<file path="src/rtl/regfile_responder_if.sv">
// Decode-stage register interface: two read ports, one write port,
// clear-engine status, error pulse and the register dump stream.
// master = decode / bench side, slave = register-file responder.
interface regfile_responder_if #(
   parameter int XLEN   = 32,
   parameter int ADDR_W = 32,
   parameter int IDX_W  = 5
);
   logic [ADDR_W-1:0] rd_addr1;
   logic [ADDR_W-1:0] rd_addr2;
   logic [XLEN-1:0]   rd_data1;
   logic [XLEN-1:0]   rd_data2;
   logic              wr_en;
   logic [ADDR_W-1:0] wr_addr;
   logic [XLEN-1:0]   wr_data;
   logic              init_busy;
   logic              addr_err;
   logic              dump_req;
   logic              dump_valid;
   logic              dump_ready;
   logic [IDX_W-1:0]  dump_idx;
   logic [XLEN-1:0]   dump_data;
   logic              dump_done;

   modport master (
      output rd_addr1, rd_addr2, wr_en, wr_addr, wr_data, dump_req, dump_ready,
      input  rd_data1, rd_data2, init_busy, addr_err, dump_valid, dump_idx,
             dump_data, dump_done
   );

   modport slave (
      input  rd_addr1, rd_addr2, wr_en, wr_addr, wr_data, dump_req, dump_ready,
      output rd_data1, rd_data2, init_busy, addr_err, dump_valid, dump_idx,
             dump_data, dump_done
   );
endinterface

</file>
<file path="src/rtl/regfile_responder.sv">
// Register-file responder: 32 x XLEN integer registers, x0 hardwired to zero.
// Combinational reads with write-first bypass, a post-reset clear engine that
// zeroes x1..x31 one per cycle, and a valid/ready stream dumping all registers.
module regfile_responder #(
   parameter int XLEN   = 32,
   parameter int NREG   = 32,
   parameter int ADDR_W = 32,
   parameter int IDX_W  = 5
) (
   input logic                clk,
   input logic                reset_n,
   regfile_responder_if.slave rf
);
   typedef enum logic [1:0] {
      ST_INIT = 2'd0,
      ST_IDLE = 2'd1,
      ST_DUMP = 2'd2
   } state_t;

   localparam logic [IDX_W-1:0] LAST_IDX = IDX_W'(NREG - 1);
   localparam int NPORT = 3;   // rd port 1, rd port 2, dump read

   state_t           state_reg;
   logic [IDX_W-1:0] ptr_reg;
   logic             init_busy_reg;
   logic             addr_err_reg;
   logic             dump_valid_reg;
   logic [IDX_W-1:0] dump_idx_reg;
   logic             dump_done_reg;

   // Register storage; no reset, the clear engine zeroes it after every reset.
   logic [XLEN-1:0] mem [NREG];

   logic             service;
   logic             wr_oob;
   logic [IDX_W-1:0] wr_idx;
   logic             wr_live;
   logic             err_any;

   logic [ADDR_W-1:0] port_addr [NPORT];
   logic [XLEN-1:0]   port_data [NPORT];
   logic [NPORT-1:0]  port_oob;

   // Normal service (reads, writes, error reporting) only outside the clear phase.
   assign service = (state_reg != ST_INIT);

   // A write lands (and bypasses to readers) only when in range and not x0.
   assign wr_oob  = |rf.wr_addr[ADDR_W-1:IDX_W];
   assign wr_idx  = rf.wr_addr[IDX_W-1:0];
   assign wr_live = service & rf.wr_en & ~wr_oob & (wr_idx != '0);

   assign port_addr[0] = rf.rd_addr1;
   assign port_addr[1] = rf.rd_addr2;
   assign port_addr[2] = {{(ADDR_W-IDX_W){1'b0}}, dump_idx_reg};

   // Identical read path for both decode ports and the dump beat.
   generate
      for (genvar gi = 0; gi < NPORT; gi++) begin : g_rd
         logic [IDX_W-1:0] idx;
         assign idx          = port_addr[gi][IDX_W-1:0];
         assign port_oob[gi] = |port_addr[gi][ADDR_W-1:IDX_W];
         assign port_data[gi] =
            (!service || port_oob[gi] || idx == '0) ? '0 :
            (wr_live && wr_idx == idx)              ? rf.wr_data :
                                                      mem[idx];
      end
   endgenerate

   // Only the decode-facing ports and the write port can raise an error.
   assign err_any = port_oob[0] | port_oob[1] | (rf.wr_en & wr_oob);

   assign rf.rd_data1   = port_data[0];
   assign rf.rd_data2   = port_data[1];
   assign rf.dump_data  = dump_valid_reg ? port_data[2] : '0;
   assign rf.init_busy  = init_busy_reg;
   assign rf.addr_err   = addr_err_reg;
   assign rf.dump_valid = dump_valid_reg;
   assign rf.dump_idx   = dump_idx_reg;
   assign rf.dump_done  = dump_done_reg;

   // Array write port: clear engine during INIT, architectural writes otherwise.
   always_ff @(posedge clk) begin
      if (state_reg == ST_INIT) begin
         mem[ptr_reg] <= '0;
      end else if (wr_live) begin
         mem[wr_idx] <= rf.wr_data;
      end
   end

   // Control FSM: clear sweep, idle service, and the dump stream handshake.
   always_ff @(posedge clk or negedge reset_n) begin
      if (!reset_n) begin
         state_reg      <= ST_INIT;
         ptr_reg        <= IDX_W'(1);
         init_busy_reg  <= 1'b1;
         addr_err_reg   <= 1'b0;
         dump_valid_reg <= 1'b0;
         dump_idx_reg   <= '0;
         dump_done_reg  <= 1'b0;
      end else begin
         dump_done_reg <= 1'b0;
         addr_err_reg  <= service & err_any;
         case (state_reg)
            ST_INIT: begin
               ptr_reg <= ptr_reg + IDX_W'(1);
               if (ptr_reg == LAST_IDX) begin
                  state_reg     <= ST_IDLE;
                  init_busy_reg <= 1'b0;
               end
            end
            ST_IDLE: begin
               if (rf.dump_req) begin
                  state_reg      <= ST_DUMP;
                  dump_valid_reg <= 1'b1;
                  dump_idx_reg   <= '0;
               end
            end
            ST_DUMP: begin
               if (dump_valid_reg && rf.dump_ready) begin
                  if (dump_idx_reg == LAST_IDX) begin
                     state_reg      <= ST_IDLE;
                     dump_valid_reg <= 1'b0;
                     dump_done_reg  <= 1'b1;
                     dump_idx_reg   <= '0;
                  end else begin
                     dump_idx_reg <= dump_idx_reg + IDX_W'(1);
                  end
               end
            end
            default: begin
               state_reg <= ST_INIT;
            end
         endcase
      end
   end
endmodule

</file>
<file path="src/flat_wrapper.sv">
// flat-port wrapper written by rule: the top's interface ports become plain ports
module regfile_responder_flat 
#(
   parameter int XLEN   = 32,
   parameter int NREG   = 32,
   parameter int ADDR_W = 32,
   parameter int IDX_W  = 5
)
  (clk, reset_n, rf_rd_addr1, rf_rd_addr2, rf_wr_en, rf_wr_addr, rf_wr_data, rf_dump_req, rf_dump_ready, rf_rd_data1, rf_rd_data2, rf_init_busy, rf_addr_err, rf_dump_valid, rf_dump_idx, rf_dump_data, rf_dump_done);
  regfile_responder_if #(.XLEN(XLEN), .ADDR_W(ADDR_W), .IDX_W(IDX_W)) rf_i ();
  input logic clk;
  input logic reset_n;
  input wire logic [$bits(rf_i.rd_addr1)-1:0] rf_rd_addr1;
  input wire logic [$bits(rf_i.rd_addr2)-1:0] rf_rd_addr2;
  input wire logic [$bits(rf_i.wr_en)-1:0] rf_wr_en;
  input wire logic [$bits(rf_i.wr_addr)-1:0] rf_wr_addr;
  input wire logic [$bits(rf_i.wr_data)-1:0] rf_wr_data;
  input wire logic [$bits(rf_i.dump_req)-1:0] rf_dump_req;
  input wire logic [$bits(rf_i.dump_ready)-1:0] rf_dump_ready;
  output wire logic [$bits(rf_i.rd_data1)-1:0] rf_rd_data1;
  output wire logic [$bits(rf_i.rd_data2)-1:0] rf_rd_data2;
  output wire logic [$bits(rf_i.init_busy)-1:0] rf_init_busy;
  output wire logic [$bits(rf_i.addr_err)-1:0] rf_addr_err;
  output wire logic [$bits(rf_i.dump_valid)-1:0] rf_dump_valid;
  output wire logic [$bits(rf_i.dump_idx)-1:0] rf_dump_idx;
  output wire logic [$bits(rf_i.dump_data)-1:0] rf_dump_data;
  output wire logic [$bits(rf_i.dump_done)-1:0] rf_dump_done;
  assign rf_i.rd_addr1 = rf_rd_addr1;
  assign rf_i.rd_addr2 = rf_rd_addr2;
  assign rf_i.wr_en = rf_wr_en;
  assign rf_i.wr_addr = rf_wr_addr;
  assign rf_i.wr_data = rf_wr_data;
  assign rf_i.dump_req = rf_dump_req;
  assign rf_i.dump_ready = rf_dump_ready;
  assign rf_rd_data1 = rf_i.rd_data1;
  assign rf_rd_data2 = rf_i.rd_data2;
  assign rf_init_busy = rf_i.init_busy;
  assign rf_addr_err = rf_i.addr_err;
  assign rf_dump_valid = rf_i.dump_valid;
  assign rf_dump_idx = rf_i.dump_idx;
  assign rf_dump_data = rf_i.dump_data;
  assign rf_dump_done = rf_i.dump_done;
  regfile_responder #(.XLEN(XLEN), .NREG(NREG), .ADDR_W(ADDR_W), .IDX_W(IDX_W)) u_core (.clk(clk), .reset_n(reset_n), .rf(rf_i));
endmodule
</file>
<file path="config.mk">
export PLATFORM = sky130hd
export DESIGN_NAME = regfile_responder_flat
export DESIGN_NICKNAME = d
export VERILOG_FILES = /design/src/rtl/regfile_responder_if.sv /design/src/rtl/regfile_responder.sv /design/src/flat_wrapper.sv
export SDC_FILE = /design/constraint.sdc
export NUM_CORES = 2
export LEC_CHECK = 0
export ABC_CLOCK_PERIOD_IN_PS = 5050
export CAP_MARGIN = 15
export CORE_MARGIN = 4
export CORE_UTILIZATION = 55
export CTS_CLUSTER_SIZE = 40
export DETAILED_ROUTE_END_ITERATION = 16
export PLACE_DENSITY = 0.73
export SYNTH_ARGS = -nofsm -noshare
export SYNTH_HDL_FRONTEND = slang
export SYNTH_SLANG_ARGS = --single-unit
</file>
<file path="constraint.sdc">
create_clock -name clk -period 5.05 [get_ports clk]
set_clock_uncertainty 0.05 [all_clocks]
set_input_delay 1.01 -clock clk [delete_from_list [all_inputs] [get_ports clk]]
set_output_delay 1.01 -clock clk [all_outputs]
set_load 0.02 [all_outputs]
</file>
== Word-level counts from Yosys, hierarchy flattened ==
Memories as Yosys holds them, arrays and structs flattened.
Cells that the tools add are included.

* Bits in latches: 0
* Bits in registers: 16
* Input bits: 133
* Bits in read-only memories: 0
* Memories kept: 1
* Output and inout port bits: 105
* Memory bits (writable): 1,024
* Word-level logic and storage cells: 85

* Divide/modulo/power cells: 0
* Mux-type cells: 31
* $mul: 0
* Bitwise logic cells: 8
* Equality and inequality tests: 11
* Shift operators: 0
* Order comparisons: 0
* Add/subtract/negate cells: 2
* Reduce and logical (&&, ||, !) cells: 25

{| class="wikitable"
|+ Memory list
! name !! depth !! width !! rd ports !! clocked after Yosys merged registers in !! write ports !! line !! source
|-
| u_core.mem || 32 || 32 || 3 || 0 || 1 || regfile_responder.sv:32 || <nowiki>logic [XLEN-1:0] mem [NREG];</nowiki>
|}

{| class="wikitable"
|+ Operators by type and width
! cell !! number
|-
| $mux 32 || 8
|-
| $reduce_or 27->1 || 3
|-
| $reduce_or 32->1 || 1
|-
| $mux 5 || 4
|-
| $eq 5x5->1 || 3
|-
| $logic_not 5->1 || 3
|-
| $mux 1 || 12
|-
| $add 5x1->5 const B || 2
|-
| $eq 5x5->1 const B || 2
|-
| $pmux 5 s2 || 1
|-
| $mux 2 || 4
|-
| $reduce_and 4->1 || 2
|-
| $pmux 2 s3 || 1
|-
| $and 1x1->1 || 5
|-
| $logic_or 1x1->1 || 5
|-
| $reduce_bool 5->1 || 1
|-
| $logic_and 1x1->1 || 4
|-
| $ne 2x1->1 const B || 2
|-
| $ne 2x2->1 const B || 2
|-
| $reduce_bool 2->1 || 2
|-
| $reduce_and 3->1 || 1
|-
| $eq 2x1->1 const B || 1
|-
| $eq 2x2->1 const B || 1
|-
| $logic_not 2->1 || 1
|-
| 5 further kinds || 6
|}

== Depth between registers and ports, before layout ==
* Depth in word-level cells: 9
* Gate-level depth with buffers: 10
* Mapped depth without buffers: 7

== Worst setup path after synthesis ==
Ideal clock, no wire load.

* Path kind: input-to-reg
* Start point: input port rf_wr_addr[1]
* End point: memory u_core.mem[28][0] (enable)
* Arrival: 3,945 ps
* Setup slack: 634 ps
* Stages: 8
* Required time: 4,579 ps
* Cells stage by stage: clkbuf_1 > or4_1 > o211ai_2 > nor3_4 > buf_6 > mux2i_1 > or2_1 > nor2_1

* Word-level cells in the longest chain between the ends: 7
* Elaborated cells on any way between the ends: 8
* Those cells by class: mux (5); bitwise (1); reduce/logical (2)

{| class="wikitable"
|+ Ends and longest elaborated chain
! element !! line !! source
|-
| from (decl) || flat_wrapper.sv:16 || <nowiki>input wire logic [$bits(rf_i.wr_addr)-1:0] rf_wr_addr;</nowiki>
|-
| $reduce_bool 5->1 || regfile_responder.sv:50 || <nowiki>assign wr_live = service & rf.wr_en & ~wr_oob & (wr_idx != '0);</nowiki>
|-
| $and 1x1->1 || regfile_responder.sv:50 ||
|-
| $mux 1 || regfile_responder.sv:85 || <nowiki>end else if (wr_live) begin</nowiki>
|-
| $mux 1 || regfile_responder.sv:83 || <nowiki>if (state_reg == ST_INIT) begin</nowiki>
|-
| $mux 1 (not written as such) || regfile_responder.sv:86 || <nowiki>mem[wr_idx] <= rf.wr_data;</nowiki>
|-
| $reduce_or 32->1 (no line) || - ||
|-
| $mux 5 (no line) or $mux 1 (tied branches) || - ||
|-
| to (decl) || regfile_responder.sv:32 ||
|}

Parallel ways exist; a longest one is shown, timed or not.

== Worst setup path in the final report ==
* Start point: register u_core.dump_idx_reg[0] (netlist: u_core.rf.dump_idx[0])
* End point: output port rf_dump_data[13]

* Word-level cells in the longest chain between the ends: 5
* Elaborated cells on any way between the ends: 8
* Those cells by class: eq/ne (1); mux (3); reduce/logical (3); memory (1)

{| class="wikitable"
|+ Ends and longest elaborated chain
! element !! line !! source
|-
| from (decl) || regfile_responder.sv:28 || <nowiki>logic [IDX_W-1:0] dump_idx_reg;</nowiki>
|-
| from (signal assigned) || regfile_responder.sv:126 || <nowiki>dump_idx_reg <= dump_idx_reg + IDX_W'(1);</nowiki>
|-
| branches (longest 3 deep; another with $mem_v2 32x32) || - ||
|-
| $mux 32 (*) || regfile_responder.sv:63 || <nowiki>(!service || port_oob[gi] || idx == '0) ? '0 :</nowiki>
|-
| $mux 32 (*) || regfile_responder.sv:74 || <nowiki>assign rf.dump_data = dump_valid_reg ? port_data[2] : '0;</nowiki>
|-
| to (decl) || flat_wrapper.sv:26 || <nowiki>output wire logic [$bits(rf_i.dump_data)-1:0] rf_dump_data;</nowiki>
|}

Mark *: on every way between the ends.

==> reports/qor.txt <==
Input/output buffers = 237
Yosys warnings = 0
Outcome = complete, no violations
Core Box Area = 105000 um2
Cell taking the most area after synthesis = edfxtp_1
Area occupied by registers = 31200 um2
P_leak = 23.6 nW
CP cell instances = buf_12 -> buf_12 -> buf_12 -> mux4_2 -> mux4_2 -> mux2i_1 -> a211oi_1 -> clkdlybuf4s50_1
Total CTS buffers = 106
First-pass GRT wire length = 283000 um
Routed WL = 198000 um
Crit end category = output port
Net Count, Synth = 3374
DR DRC count = 0
Post-Route Setup TNS = 0 ns
Pwr dens = 327 nW/um2
Drt pass-1 iters = 6
Fillers = 6982
Synth cell count leaders = edfxtp_1, mux4_2, mux2i_1, nor2_1, clkbuf_1
WP buf/inv = 4
WP data required = 3.99 ns
Syn Std Cell Area = 58200 um2
Most frequent cell after synthesis = edfxtp_1
Fin worst setup slack = 0.0406 ns
Share of the synthesized area in the top cell type = 52.8%
Max Clk Rate = 200 MHz
Fin. max-slew vios = 0
Worst path slowest cell = clkdlybuf4s50_1
Largest buffer count on any clock path = 3
Ports = 238
Die span in x = 333 um
Min-Delay Path Class = flip-flop to flip-flop
Fin. Hold Viols = 0
Final setup viols = 0
Critical Path Start Type = flip-flop
Total power = 0.0222 W
Largest net degree at the start of global routing = 76
Routed length per instance = 39.4 um
Vias in the first global route = 39600
RSZ-0062 raised after global routing = no
Top FF cell, synth = edfxtp_1
Library cells used by synthesis = 56
Initial core utilization = 55.3%
Multi-input logic area = 25900 um2
Initial DRC Count = 6689
GRT overflow = 0
Chip height = 333 um
Clk Tree Root Cell = clkbuf_16
Post-synth EDFFs = 1024
Relative slew slack = 31.4%
CTS tree = built
Via Count = 39400
Avg Vias per Cell = 7.84
Worst path top cell family by delay = multiplexers
Worst-case vdd ir drop = 0.276 mV
CTS clock-pin slew for the worst setup and hold paths = 0.06 ns
Critical path peak fanout = 21
Routed Antenna Nets = 0
Yosys reg bits = 1040
Die ar. = 111000 um2
Worst-Margin Slew = 1.03 ns
Post-DP HPWL = 120000 um
Layout cells sized above 1 = 37.0%
Tmin final = 5.01 ns
Async set-reset flop share out of synthesis = 1.54%
Kind of critical path = flip-flop to output port
Number of max-cap violations = 0
Pre-CTS WS = 0.00987 ns
Area Overhead vs Synth = 16.9%
Clock Sinks = 1040
Synth Area per Inst = 18.0 um2
Critical Path Most Common Cell = buf_12
Final #Nets = 3689
Placer Congestion = 0.914
Worst path arrival time = 3.95 ns
Worst hold slack = 0.447 ns
Core Rows = 119
Final period utilization = 99.2%
Syn Inst Count = 3236
H-tree depth = 3
Clk Latency, worst-skew pair = 0.68 ns
Tot GR Track Use = 35.4%
Sequential fraction of the synthesis area = 53.5%
Ranking of synthesized cells by area = edfxtp_1, mux4_2, mux2i_1, mux2_2, nor2_1
Initial antenna violation count = 4
Largest register FFs = 1024
CTS Hold Bufs = 0
Max incr delay on CP = 0.58 ns
-- placed cells by master, fill, tap and decap left out, types with 7 or more instances in the layout --
master	count
a221oi_1	26
nor2_4	33
o211ai_1	47
clkbuf_16	107
o21ai_0	11
mux2_2	62
nand2_1	55
buf_4	186
dfrtp_1	9
a32oi_1	23
nor3_1	11
edfxtp_1	1024
o22a_1	22
a211oi_1	79
a22oi_1	24
clkbuf_1	19
bufinv_16	16
nor2_1	145
mux4_2	773
nand3_1	7
o22ai_1	44
clkinv_1	20
xnor2_1	9
a21oi_1	88
inv_1	8
nor4_1	18
clkinv_2	21
buf_12	104
and2_1	32
a221o_1	44
mux2i_1	253
clkdlybuf4s50_1	221
xor2_1	9
-- path summary, 6_finish.rpt --
check / depth (start not counted) / startpoint / to / slack (ns)
worst max-delay path: 8 / u_core.rf.dump_idx[0] / rf_dump_data[13] / 0.04
worst min-delay path: 1 / u_core.rf.init_busy / u_core.rf.init_busy / 0.45
worst max register to register: 9 / u_core.state_reg[0] / u_core.mem[14][17] / 1.49
worst min register to register: 1 / u_core.rf.init_busy / u_core.rf.init_busy / 0.45
max in group asynchronous: 1 / reset_n / u_core.rf.dump_idx[1] / 3.61
min in group asynchronous: 1 / reset_n / u_core.rf.dump_done / 0.75
-- worst register-to-register path, stage by stage (launching register included) --
cell and delay, ns:
dfrtp_1 0.43, or2_1 0.42, o211ai_2 0.20, nor3_4 0.24
buf_12 0.15, buf_4 0.26, and4_1 0.23, a21oi_1 0.18
nor2_4 0.82, buf_12 0.28
-- routing by layer --
metal	up-vias	wire [um]	global-route usage (%)
li1	14800	-	-
met5	-	0	0
met1	20200	66500	47.2
met2	3665	90900	53.8
met3	779	27100	9.09
met4	0	13500	19.9
-- where the power goes --
part           switching (W)  internal (W)
Clock                0.00331       0.00468
Combinational        0.00256       0.00175
Sequential          0.000181       0.00977
-- area by class of cell --
class                           instances  area share, %
Sequential cell                      1040           45.8
Clock inverter                         65           1.07
Timing Repair Buffer                  520           8.53
Inverter                               10         0.0551
Multi-Input combinational cell       1873           38.0
Clock buffer                          126           4.04
Tap cell                             1391           2.56
Antenna cell                            2        0.00735
-- per-stage QoR --
step | area, um2 | std cells | util, %
6_report | 68100 | 5027 | 64.7
3_3_place_gp | 64500 | 4828 | 61.3
3_5_place_dp | 64500 | 4828 | 61.3
4_1_cts | 68100 | 5024 | 64.6
5_1_grt | 68100 | 5025 | 64.7
2_1_floorplan | 58200 | 3236 | -
-- cell families after synthesis --
kind of cell               after synthesis  share of synthesized area, %
xor gates and xnor gates                18                         0.271
muxes                                 1091                          35.5
AOI/OAI and AO/OA                      426                          5.41
and+or+nand+nor                        333                          2.59
DFF                                   1040                          53.5
buffers and inverters                  323                          2.64
adders and majority gates                5                         0.107
-- what timing repair did --
action                                  CTS  global route
pin swaps                                 0             1
resized for setup                         1             9
buffers inserted                          5             1
endpoints found under the setup margin   31            31
No activity file was read; power rests on OpenSTA's default activity.
